===== src/rtl/pacman_pkg.sv =====
// Shared pacman constants and types: movement direction codes, wall-vector bit layout,
// default maze geometry and the wall-query arbiter state encoding.
package pacman_pkg;

  localparam logic [2:0] STOP  = 3'b000;
  localparam logic [2:0] UP    = 3'b100;
  localparam logic [2:0] RIGHT = 3'b101;
  localparam logic [2:0] DOWN  = 3'b110;
  localparam logic [2:0] LEFT  = 3'b111;

  // Bit positions inside adjacent_walls; also the order in which neighbours are probed.
  localparam logic [1:0] WALL_UP    = 2'd0;
  localparam logic [1:0] WALL_RIGHT = 2'd1;
  localparam logic [1:0] WALL_DOWN  = 2'd2;
  localparam logic [1:0] WALL_LEFT  = 2'd3;

  localparam int         MAP_W_DEF     = 40;
  localparam int         MAP_H_DEF     = 30;
  localparam logic [1:0] WALL_CODE_DEF = 2'b01;

  typedef enum logic [1:0] {
    ST_IDLE,
    ST_LOOKUP,
    ST_RESP
  } arb_state_t;

endpackage


===== src/rtl/rr_priority_picker.sv =====
// Combinational round-robin picker: first set request at or after the pointer, wrapping,
// returned both as a one-hot grant and as an index.
module rr_priority_picker #(
  parameter int  N  = 5,
  localparam int IW = (N > 1) ? $clog2(N) : 1
) (
  input  logic [N-1:0]  req_i,
  input  logic [IW-1:0] ptr_i,
  output logic [N-1:0]  grant_o,
  output logic [IW-1:0] idx_o,
  output logic          any_o
);

  always_comb begin
    logic found;
    int   j;
    found   = 1'b0;
    grant_o = '0;
    idx_o   = '0;
    for (int k = 0; k < N; k++) begin
      j = int'(ptr_i) + k;
      if (j >= N) j = j - N;
      if (!found && req_i[j]) begin
        found      = 1'b1;
        grant_o[j] = 1'b1;
        idx_o      = IW'(j);
      end
    end
    any_o = found;
  end

endmodule


===== src/rtl/wall_query_arbiter.sv =====
// Shares the maze ROM read port between pacman and the ghosts: probes the four neighbours of
// the granted requester's tile one slot at a time and returns a one-cycle ack plus wall vector.
module wall_query_arbiter
  import pacman_pkg::*;
#(
  parameter int                N_REQ     = 5,
  parameter int                MAP_W     = MAP_W_DEF,
  parameter int                MAP_H     = MAP_H_DEF,
  parameter int                ROM_LAT   = 1,
  parameter int                TILE_W    = 2,
  parameter logic [TILE_W-1:0] WALL_CODE = TILE_W'(WALL_CODE_DEF),
  localparam int               ADDR_W    = $clog2(MAP_W * MAP_H)
) (
  input  logic                 Clk,
  input  logic                 Reset,
  input  logic [N_REQ-1:0]     req,
  input  logic [6*N_REQ-1:0]   tile_x_flat,
  input  logic [6*N_REQ-1:0]   tile_y_flat,
  output logic [N_REQ-1:0]     ack,
  output logic [3:0]           walls_out,
  output logic                 rom_rd,
  output logic [ADDR_W-1:0]    rom_addr,
  input  logic [TILE_W-1:0]    rom_data
);

  localparam int               IDX_W    = (N_REQ > 1) ? $clog2(N_REQ) : 1;
  localparam int               CNT_W    = $clog2(ROM_LAT + 1);
  localparam logic [CNT_W-1:0] CNT_LAST = CNT_W'(ROM_LAT);

  arb_state_t        state_q;
  logic [IDX_W-1:0]  ptr_q, idx_q;
  logic [N_REQ-1:0]  gnt_q, ack_q;
  logic [5:0]        x_q, y_q;
  logic [1:0]        slot_q;
  logic [CNT_W-1:0]  cyc_q;
  logic [3:0]        walls_acc_q, walls_out_q;
  logic              rom_rd_q;
  logic [ADDR_W-1:0] rom_addr_q;

  logic [5:0]        req_x [N_REQ];
  logic [5:0]        req_y [N_REQ];
  logic [N_REQ-1:0]  pick_grant;
  logic [IDX_W-1:0]  pick_idx;
  logic              pick_any;

  logic [1:0]        slot_d;
  logic [5:0]        nb_x_d, nb_y_d;
  logic              nb_edge_d, cur_wall_d;
  logic [ADDR_W-1:0] nb_addr_d;
  logic [3:0]        walls_acc_d;

  function automatic logic is_edge(input logic [5:0] x, input logic [5:0] y, input logic [1:0] s);
    logic r;
    case (s)
      WALL_UP:    r = (y == 6'd0);
      WALL_RIGHT: r = (x == 6'(MAP_W - 1));
      WALL_DOWN:  r = (y == 6'(MAP_H - 1));
      default:    r = (x == 6'd0);
    endcase
    return r;
  endfunction

  function automatic logic [ADDR_W-1:0] neighbour_addr(input logic [5:0] x, input logic [5:0] y,
                                                       input logic [1:0] s);
    logic [ADDR_W-1:0] nx, ny;
    nx = ADDR_W'(x);
    ny = ADDR_W'(y);
    case (s)
      WALL_UP:    ny = ny - 1'b1;
      WALL_RIGHT: nx = nx + 1'b1;
      WALL_DOWN:  ny = ny + 1'b1;
      default:    nx = nx - 1'b1;
    endcase
    return ny * ADDR_W'(MAP_W) + nx;
  endfunction

  generate
    for (genvar gi = 0; gi < N_REQ; gi++) begin : g_unpack
      assign req_x[gi] = tile_x_flat[6*gi +: 6];
      assign req_y[gi] = tile_y_flat[6*gi +: 6];
    end
  endgenerate

  rr_priority_picker #(.N(N_REQ)) u_picker (
    .req_i   (req),
    .ptr_i   (ptr_q),
    .grant_o (pick_grant),
    .idx_o   (pick_idx),
    .any_o   (pick_any)
  );

  // Neighbour to probe next: the granted tile's up-neighbour when leaving IDLE, else the next slot.
  always_comb begin
    slot_d = slot_q + 2'd1;
    nb_x_d = x_q;
    nb_y_d = y_q;
    if (state_q == ST_IDLE) begin
      slot_d = WALL_UP;
      nb_x_d = req_x[pick_idx];
      nb_y_d = req_y[pick_idx];
    end
    walls_acc_d         = walls_acc_q;
    walls_acc_d[slot_q] = cur_wall_d;
  end

  assign nb_edge_d  = is_edge(nb_x_d, nb_y_d, slot_d);
  assign nb_addr_d  = neighbour_addr(nb_x_d, nb_y_d, slot_d);
  assign cur_wall_d = is_edge(x_q, y_q, slot_q) || (rom_data == WALL_CODE);

  always_ff @(posedge Clk or posedge Reset) begin
    if (Reset) begin
      state_q     <= ST_IDLE;
      ptr_q       <= '0;
      idx_q       <= '0;
      gnt_q       <= '0;
      ack_q       <= '0;
      x_q         <= '0;
      y_q         <= '0;
      slot_q      <= '0;
      cyc_q       <= '0;
      walls_acc_q <= '0;
      walls_out_q <= '0;
      rom_rd_q    <= 1'b0;
      rom_addr_q  <= '0;
    end else begin
      ack_q    <= '0;
      rom_rd_q <= 1'b0;
      case (state_q)
        ST_IDLE: begin
          if (pick_any) begin
            idx_q   <= pick_idx;
            gnt_q   <= pick_grant;
            x_q     <= nb_x_d;
            y_q     <= nb_y_d;
            slot_q  <= WALL_UP;
            cyc_q   <= '0;
            rom_rd_q <= !nb_edge_d;
            if (!nb_edge_d) rom_addr_q <= nb_addr_d;
            state_q <= ST_LOOKUP;
          end
        end
        ST_LOOKUP: begin
          if (cyc_q == CNT_LAST) begin
            walls_acc_q <= walls_acc_d;
            if (slot_q == WALL_LEFT) begin
              ack_q       <= gnt_q;
              walls_out_q <= walls_acc_d;
              state_q     <= ST_RESP;
            end else begin
              slot_q   <= slot_d;
              cyc_q    <= '0;
              rom_rd_q <= !nb_edge_d;
              if (!nb_edge_d) rom_addr_q <= nb_addr_d;
            end
          end else begin
            cyc_q <= cyc_q + 1'b1;
          end
        end
        ST_RESP: begin
          ptr_q   <= (idx_q == IDX_W'(N_REQ - 1)) ? '0 : idx_q + 1'b1;
          state_q <= ST_IDLE;
        end
        default: state_q <= ST_IDLE;
      endcase
    end
  end

  assign ack       = ack_q;
  assign walls_out = walls_out_q;
  assign rom_rd    = rom_rd_q;
  assign rom_addr  = rom_addr_q;

endmodule


===== config.mk =====
export PLATFORM = sky130hd
export DESIGN_NAME = wall_query_arbiter
export DESIGN_NICKNAME = d
export VERILOG_FILES = /design/src/rtl/pacman_pkg.sv /design/src/rtl/rr_priority_picker.sv /design/src/rtl/wall_query_arbiter.sv
export SDC_FILE = /design/constraint.sdc
export NUM_CORES = 1
export LEC_CHECK = 0
export BUFFER_PORTS_ARGS = -buffer_cell sky130_fd_sc_hd__buf_4
export CAP_MARGIN = 10
export CORE_ASPECT_RATIO = 1.2
export CORE_UTILIZATION = 50
export DETAILED_ROUTE_END_ITERATION = 8
export PLACE_DENSITY = 0.85
export SYNTH_ARGS = -nofsm -noshare
export SYNTH_HDL_FRONTEND = slang
export SYNTH_SLANG_ARGS = --single-unit

===== constraint.sdc =====
create_clock -name Clk -period 7.2 [get_ports Clk]
set_input_delay 0.72 -clock Clk [delete_from_list [all_inputs] [get_ports Clk]]
set_output_delay 0.72 -clock Clk [all_outputs]
set_load 0.05 [all_outputs]

==> metrics.md, run 1 <==
| Metric | Value |
|---|---|
| Largest net degree at the start of global routing | `53` |
| DRC errors left | `4` |
| Total gr overflow | `0` |
| Final Hold Fails | `0` |
| Setup slack, reg-to-reg | `0.25 ns` |
| Clk buf depth | `2` |
| Cts hold-fix bufs | `0` |
| Row cnt | `just over 40` |
| Initial Util | `51.89%` |
| Dominant synthesized flop cell | `dfrtp_1` |
| Cell area after synthesis | `roughly 5500 µm²` |
| Clock Latency Late Sink | `0.30 ns` |
| Final setup fails | `0` |
| Vias per cell | `6.172` |
| Core box area | `10670 µm²` |
| Root Buffer | `clkbuf_16` |
| CP arrival | `roughly 7.1 ns` |
| Fraction of layout cells with a size suffix above 1 | `30.19%` |
| Crit path required time | `7.39 ns` |
| FMAX | `143.9 MHz` |
| CTS tree | `built` |
| Family with the most delay on the worst path | `compound AO/OA/AOI/OAI gates` |
| Worst setup SP type | `register` |
| Pins Over Slew Limit | `0` |
| Synthesized instance count | `roughly 660` |
| Routed wire length | `17.90 mm` |
| Post-synth EDFFs | `0` |
| Yosys top cell area share | `around a quarter` |
| CTS Sinks | `52` |
| Pre-antenna DRT Iters | `9` |
| WL/cell | `19.37 µm` |
| Critical path fanouts, max | `11` |
| Vias | `5703` |
| Area Growth Syn to Fin | `28.50%` |
| Synth warn | `0` |
| Post-DP HPWL | `14.13 mm` |
| Global placement routability congestion | `1.030` |
| Post-synthesis sequential area ratio | `about a quarter` |
| Ys async rst share | `100.0%` |
| Placed cells | `about 890` |
| Critical-path top delay cell | `fa_1` |
| Most common cell after layout, fill and taps aside | `buf_4` |
| Tot GR Track Use | `30.71%` |
| Die X | `98.06 µm` |
| Largest area contributor in the synthesized netlist | `dfrtp_1` |
| Failing checks | `DRC` |
| Die extent in y | `117.3 µm` |
| Number of buffers created by CTS | `5` |
| Nets | `between 900 and 1000` |
| Avg Cell Area, Syn | `8.376 µm²` |
| First-pass GRT wire length | `around 27 mm` |
| Worst path bufs/invs | `7` |
| Most frequent cells in the layout | `151 x buf_4, 62 x nor2_1, 59 x nand2_1` |
| Reg2Reg Capture Point | `rom_addr[10]` |
| Synth cell types | `81` |
| Inserted Diodes | `0` |
| Hold Crit Class | `in2async` |
| I/O pins | `90` |
| Max cap viols | `0` |
| Kind of critical path | `reg2reg` |
| H-Tree Level Count | `2` |
| Reg clk slew, reported paths | `approximately 0.07 ns` |
| DR iter-0 viols | `340` |
| Die area | `11500 µm²` |
| Syn_nets | `778` |
| Setup_tns | `0 ns` |
| Final Cycle Share | `around 97%` |
| Vias in the first global route | `5430` |
| Post-route clock skew | `0.004429 ns` |
| Final critical-path required period | `6.949 ns` |
| Reg2reg start | `ptr_q[1]` |
| Final Instance Count excl. Fillers | `~900` |
| I/O Buffers | `89` |
| Initial antenna violation count | `0` |
| Worst path max stage delay | `0.47 ns` |
| Routed Antenna Nets | `0` |
| Status | `finished, violations left` |
| Slew HR | `40.34%` |
| Flops & latches, synth | `52` |
| Most used cell along the critical path | `ha_1` |
| Synth area leaders | `dfrtp_1 24%, ha_1 10%, mux2i_1 8.1%` |
| Slew @ Worst Pin | `0.8882 ns` |
| Reg2Reg Depth | `32` |
| Worst Setup End Kind | `register` |
-- final cells by class --
cell class | count | area [µm²]
clock buffer | 7 | 142.6
clock inverter | 1 | 7.507
fill | 841 | 3556
inverter | 40 | 152.6
multi-input combinational | 541 | 4163
sequential | 52 | 1303
tap | 129 | 161.4
timing repair buffer | 154 | 1185
-- worst max-delay path by stage --
stage / start / end / cells past startpoint
after floorplan: ptr_q[0] / rom_addr[10] / 36
after global placement: ptr_q[1] / rom_addr[10] / 30
after detailed placement: ptr_q[1] / rom_addr[10] / 32
after CTS: ptr_q[1] / rom_addr[10] / 33
after global routing: ptr_q[1] / rom_addr[10] / 31
final: ptr_q[1] / rom_addr[10] / 32
-- registers in the layout, indices dropped and copies added (netlist names), 4 cells and up --
signal,cells
walls_out,4
y_q,6
rom_addr,11
x_q,6
ack,5
gnt_q,5
-- stage by stage --
step | utilization (%) | instance area [µm²] | setup slack [ns] | hold WS (ns)
floorplan | - | 5543 | 0.05232 | 0.4518
global placement | 61.55 | 6568 | 0.1317 | 0.4654
detailed placement | 61.55 | 6568 | -0.3049 | 0.4723
CTS | 63.78 | 6805 | 0.01941 | 0.4872
global route | 66.67 | 7114 | -0.03106 | 0.3990
finish | 66.67 | 7114 | 0.2515 | 0.3757
-- logic make-up (layout without fill, tap and decap cells) --
kind of cell | after synthesis | after routing | synth area share [%]
multiplexers | 74 | 74 | 14.17
AO/OA/AOI/OAI | 178 | 178 | 22.76
flip-flops | 52 | 52 | 23.50
adder cells (fa/ha/maj) | 48 | 48 | 11.25
buffers and inverters | 68 | 202 | 5.085
XOR/XNOR | 25 | 25 | 3.955
AND/OR/NAND/NOR | 216 | 216 | 19.28
-- synth_stat cells (4+ instances only) --
library cell,instances
ha_1,45
nor3_1,16
mux2i_1,45
buf_2,9
a22oi_1,4
nand2_1,60
o32ai_1,4
nand4_1,4
inv_1,39
and2_1,6
dfrtp_1,52
and3_1,10
nand3_1,15
nor2b_1,9
a21boi_0,4
a211oi_1,5
o31ai_1,5
a21o_1,6
nand2b_1,13
mux2_2,27
a21oi_1,46
o22ai_1,7
o21ai_0,26
o211a_1,5
a41oi_1,4
a31oi_1,12
clkbuf_1,15
xor2_1,6
a22o_1,4
xnor2_1,19
nor2_1,62
o211ai_1,4
-- worst register-to-register path: cells and delay by family (launching register included) --
kind	cells	cell delay (ns)
XOR/XNOR	3	0.56
flip-flops	1	0.44
AND/OR/NAND/NOR	3	0.49
adder cells (fa/ha/maj)	6	1.57
multiplexers	2	0.40
buffers and inverters	7	0.89
AO/OA/AOI/OAI	11	2.50
-- timing repair --
item,4_1_cts,5_1_grt
endpoints found under the setup margin,1,2
resized for setup,7,41
pin swaps,1,12
setup buffers,7,14
-- routing by layer --
| layer | vias up | share of wire [%] | track usage, % |
|---|---|---|---|
| li1 | 2688 | - | - |
| met1 | 2733 | 41 | 37.71 |
| met5 | - | 0 | 0 |
| met4 | 0 | 4.6 | 16.57 |
| met3 | 48 | 5.6 | 4.276 |
| met2 | 234 | 48 | 52.63 |
Power of run 1 is not shown: default switching activity piles up to over one toggle a cycle in this logic, so the estimate is an artifact.
==> run 2, diff against run 1 <==
Settings changed: CAP_MARGIN 10 to 20, SETUP_SLACK_MARGIN from default to 0.5, SYNTH_HIERARCHICAL from default to 1.
==> metrics.md, run 2 <==
| Metric | Value |
|---|---|
| Hold Crit Class | `in2async` |
| Initial Util | `52.03%` |
| Area Growth Syn to Fin | `39.04%` |
| Most used cell along the critical path | `buf_4` |
| H-Tree Level Count | `2` |
| DR iter-0 viols | `406` |
| Post-synthesis sequential area ratio | `23.55%` |
| WL/cell | `about 20 µm` |
| Vias in the first global route | `5964` |
| Synth warn | `6` |
| Syn_nets | `755` |
| Reg clk slew, reported paths | `0.08 ns` |
| Post-DP HPWL | `12.95 mm` |
| Final Cycle Share | `97.43%` |
| Clock Latency Late Sink | `0.30 ns` |
| Crit path required time | `approximately 7.4 ns` |
| Final core utilization | `72.35%` |
| Global-route met2 utilization | `a little over three fifths` |
| CTS tree | `built` |
| Vias per cell | `6.379` |
| Number of buffers created by CTS | `5` |
| CTS Sinks | `52` |
| Worst setup SP type | `register` |
| I/O Buffers | `89` |
| Inserted Diodes | `0` |
| Dominant synthesized flop cell | `dfrtp_1` |
| FMAX | `142.5 MHz` |
| Total gr overflow | `0` |
| Critical path fanouts, max | `7` |
| Cts hold-fix bufs | `0` |
| Cell area after synthesis | `~5500 µm²` |
| Avg Cell Area, Syn | `8.688 µm²` |
| Status | `finished, violations left` |
| Final setup fails | `0` |
| Post-synth top cells | `53 x nor2_1, 52 x dfrtp_1, 49 x nand2_1, 47 x ha_1, 41 x a21oi_1` |
| Slew @ Worst Pin | `0.7777 ns` |
| Max cap viols | `0` |
| Final critical-path required period | `approximately 7.0 ns` |
| DRC errors left | `10` |
| Worst path max stage delay | `0.46 ns` |
| Global placement routability congestion | `0.9440` |
| Largest net degree at the start of global routing | `53` |
| Critical-path top delay cell | `dfrtp_2` |
| Fill cell count | `between 700 and 800` |
| GR Util met1 | `30.87%` |
| Synth area leaders | `dfrtp_1 24%, ha_1 11%, a21oi_1 3.7%` |
| Post-synth EDFFs | `0` |
| Initial antenna violation count | `0` |
| CP arrival | `7.20 ns` |
| Die extent in y | `117.2 µm` |
| Family with the most delay on the worst path | `compound AO/OA/AOI/OAI gates` |
| Nets | `908` |
| Most common cell after layout, fill and taps aside | `buf_4` |
| Pre-antenna DRT Iters | `7` |
| Pins Over Slew Limit | `0` |
| Synthesized instance count | `636` |
| Kind of critical path | `reg2reg` |
| Clk buf depth | `2` |
| I/O pins | `90` |
| Most frequent cells in the layout | `162 x buf_4, 50 x nor2_1, 50 x dfrtp_1` |
| Failing checks | `DRC` |
| Vias | `5862` |
| Die X | `around 100 µm` |
| Worst Setup End Kind | `register` |
| M3 GR Usage | `approximately 4.5%` |
| Yosys top cell area share | `23.55%` |
| Die area | `11480 µm²` |
| Slew HR | `48.15%` |
| GRT Max-Usage Layer | `met2` |
| Fraction of layout cells with a size suffix above 1 | `40.25%` |
| Post-route clock skew | `0.005623 ns` |
| Root Buffer | `clkbuf_16` |
| Core box area | `between 10000 and 15000 µm²` |
| Synth cell types | `between 90 and 100` |
| Ys async rst share | `100.0%` |
| Worst path bufs/invs | `8` |
| Routed wire length | `18.22 mm` |
| Row cnt | `41` |
| Largest area contributor in the synthesized netlist | `dfrtp_1` |
| Number of flip-flops under the largest register name | `11` |
| Tot GR Track Use | `31.57%` |
| Routed Antenna Nets | `0` |
| Unrepaired setup endpoints after global routing | `yes` |
| First-pass GRT wire length | `28.69 mm` |
| Most common cell in the synthesized netlist | `nor2_1` |
| Flops & latches, synth | `52` |
| Final Hold Fails | `0` |
run 2: final timing paths:
check                         start            to  slack, ns  depth (start not counted)
hold reg to reg            gnt_q[3]        ack[3]       0.48                          1
min in group Clk           gnt_q[3]        ack[3]       0.48                          1
setup / recovery           ptr_q[1]  rom_addr[10]       0.18                         32
max in group asynchronous     Reset      ptr_q[1]       6.32                          3
hold / removal                Reset   rom_addr[0]       0.37                          2
setup reg to reg           ptr_q[1]  rom_addr[10]       0.18                         32
run 2: cell families (layout without fill, tap and decap cells):
| kind of cell | Yosys count | after routing | synth area share, % |
|---|---|---|---|
| xor+xnor | 24 | 24 | 4.054 |
| simple gates | 213 | 213 | 20.58 |
| compound gates | 179 | 180 | 22.71 |
| flops | 52 | 52 | 23.55 |
| buf+inv | 65 | 218 | 5.503 |
| mux | 53 | 53 | 11.87 |
| fa+ha+maj | 50 | 50 | 11.73 |
run 2: layout make-up:
type | count | area, µm² | area share (%)
clock buffers | 5 | 125.1 | 1.629
clock inverters | 3 | 33.78 | 0.4397
inverters | 37 | 152.6 | 1.987
multi-input cells | 520 | 4532 | 58.99
well taps | 129 | 161.4 | 2.101
repair buffers | 173 | 1374 | 17.88
flip-flops and latches | 52 | 1304 | 16.97
run 2: repair_timing:
action,4_1_cts,5_1_grt
endpoints found under the setup margin,4,4
hold endpoints to repair,0,0
gates resized for setup,100,15
setup buffers,46,5
pin swaps,50,12
cloned,1,0
run 2: metrics by stage:
| stage | TNS (ns) | instance area, µm² | instances | setup slack [ns] | hold WS [ns] |
|---|---|---|---|---|---|
| 2_1_floorplan | 0 | 5618 | 636 | 0.2677 | 0.4494 |
| 3_3_place_gp | -0.07752 | 6514 | 857 | -0.07752 | 0.4594 |
| 3_5_place_dp | -0.2399 | 6514 | 857 | -0.2399 | 0.4642 |
| 4_1_cts | 0 | 7538 | 912 | 0.4812 | 0.4812 |
| 5_1_grt | -0.1196 | 7682 | 919 | -0.1196 | 0.3982 |
| 6_report | 0 | 7682 | 919 | 0.1847 | 0.3725 |
run 2: metal layers:
| layer | part of all wire, % | routed length [µm] |
|---|---|---|
| met5 | 0 | 0 |
| met1 | 34 | 6211 |
| met4 | 6.4 | 1173 |
| met3 | 5.4 | 990 |
| met2 | 54 | 9842 |
Power of run 2 is left out for the same reason.
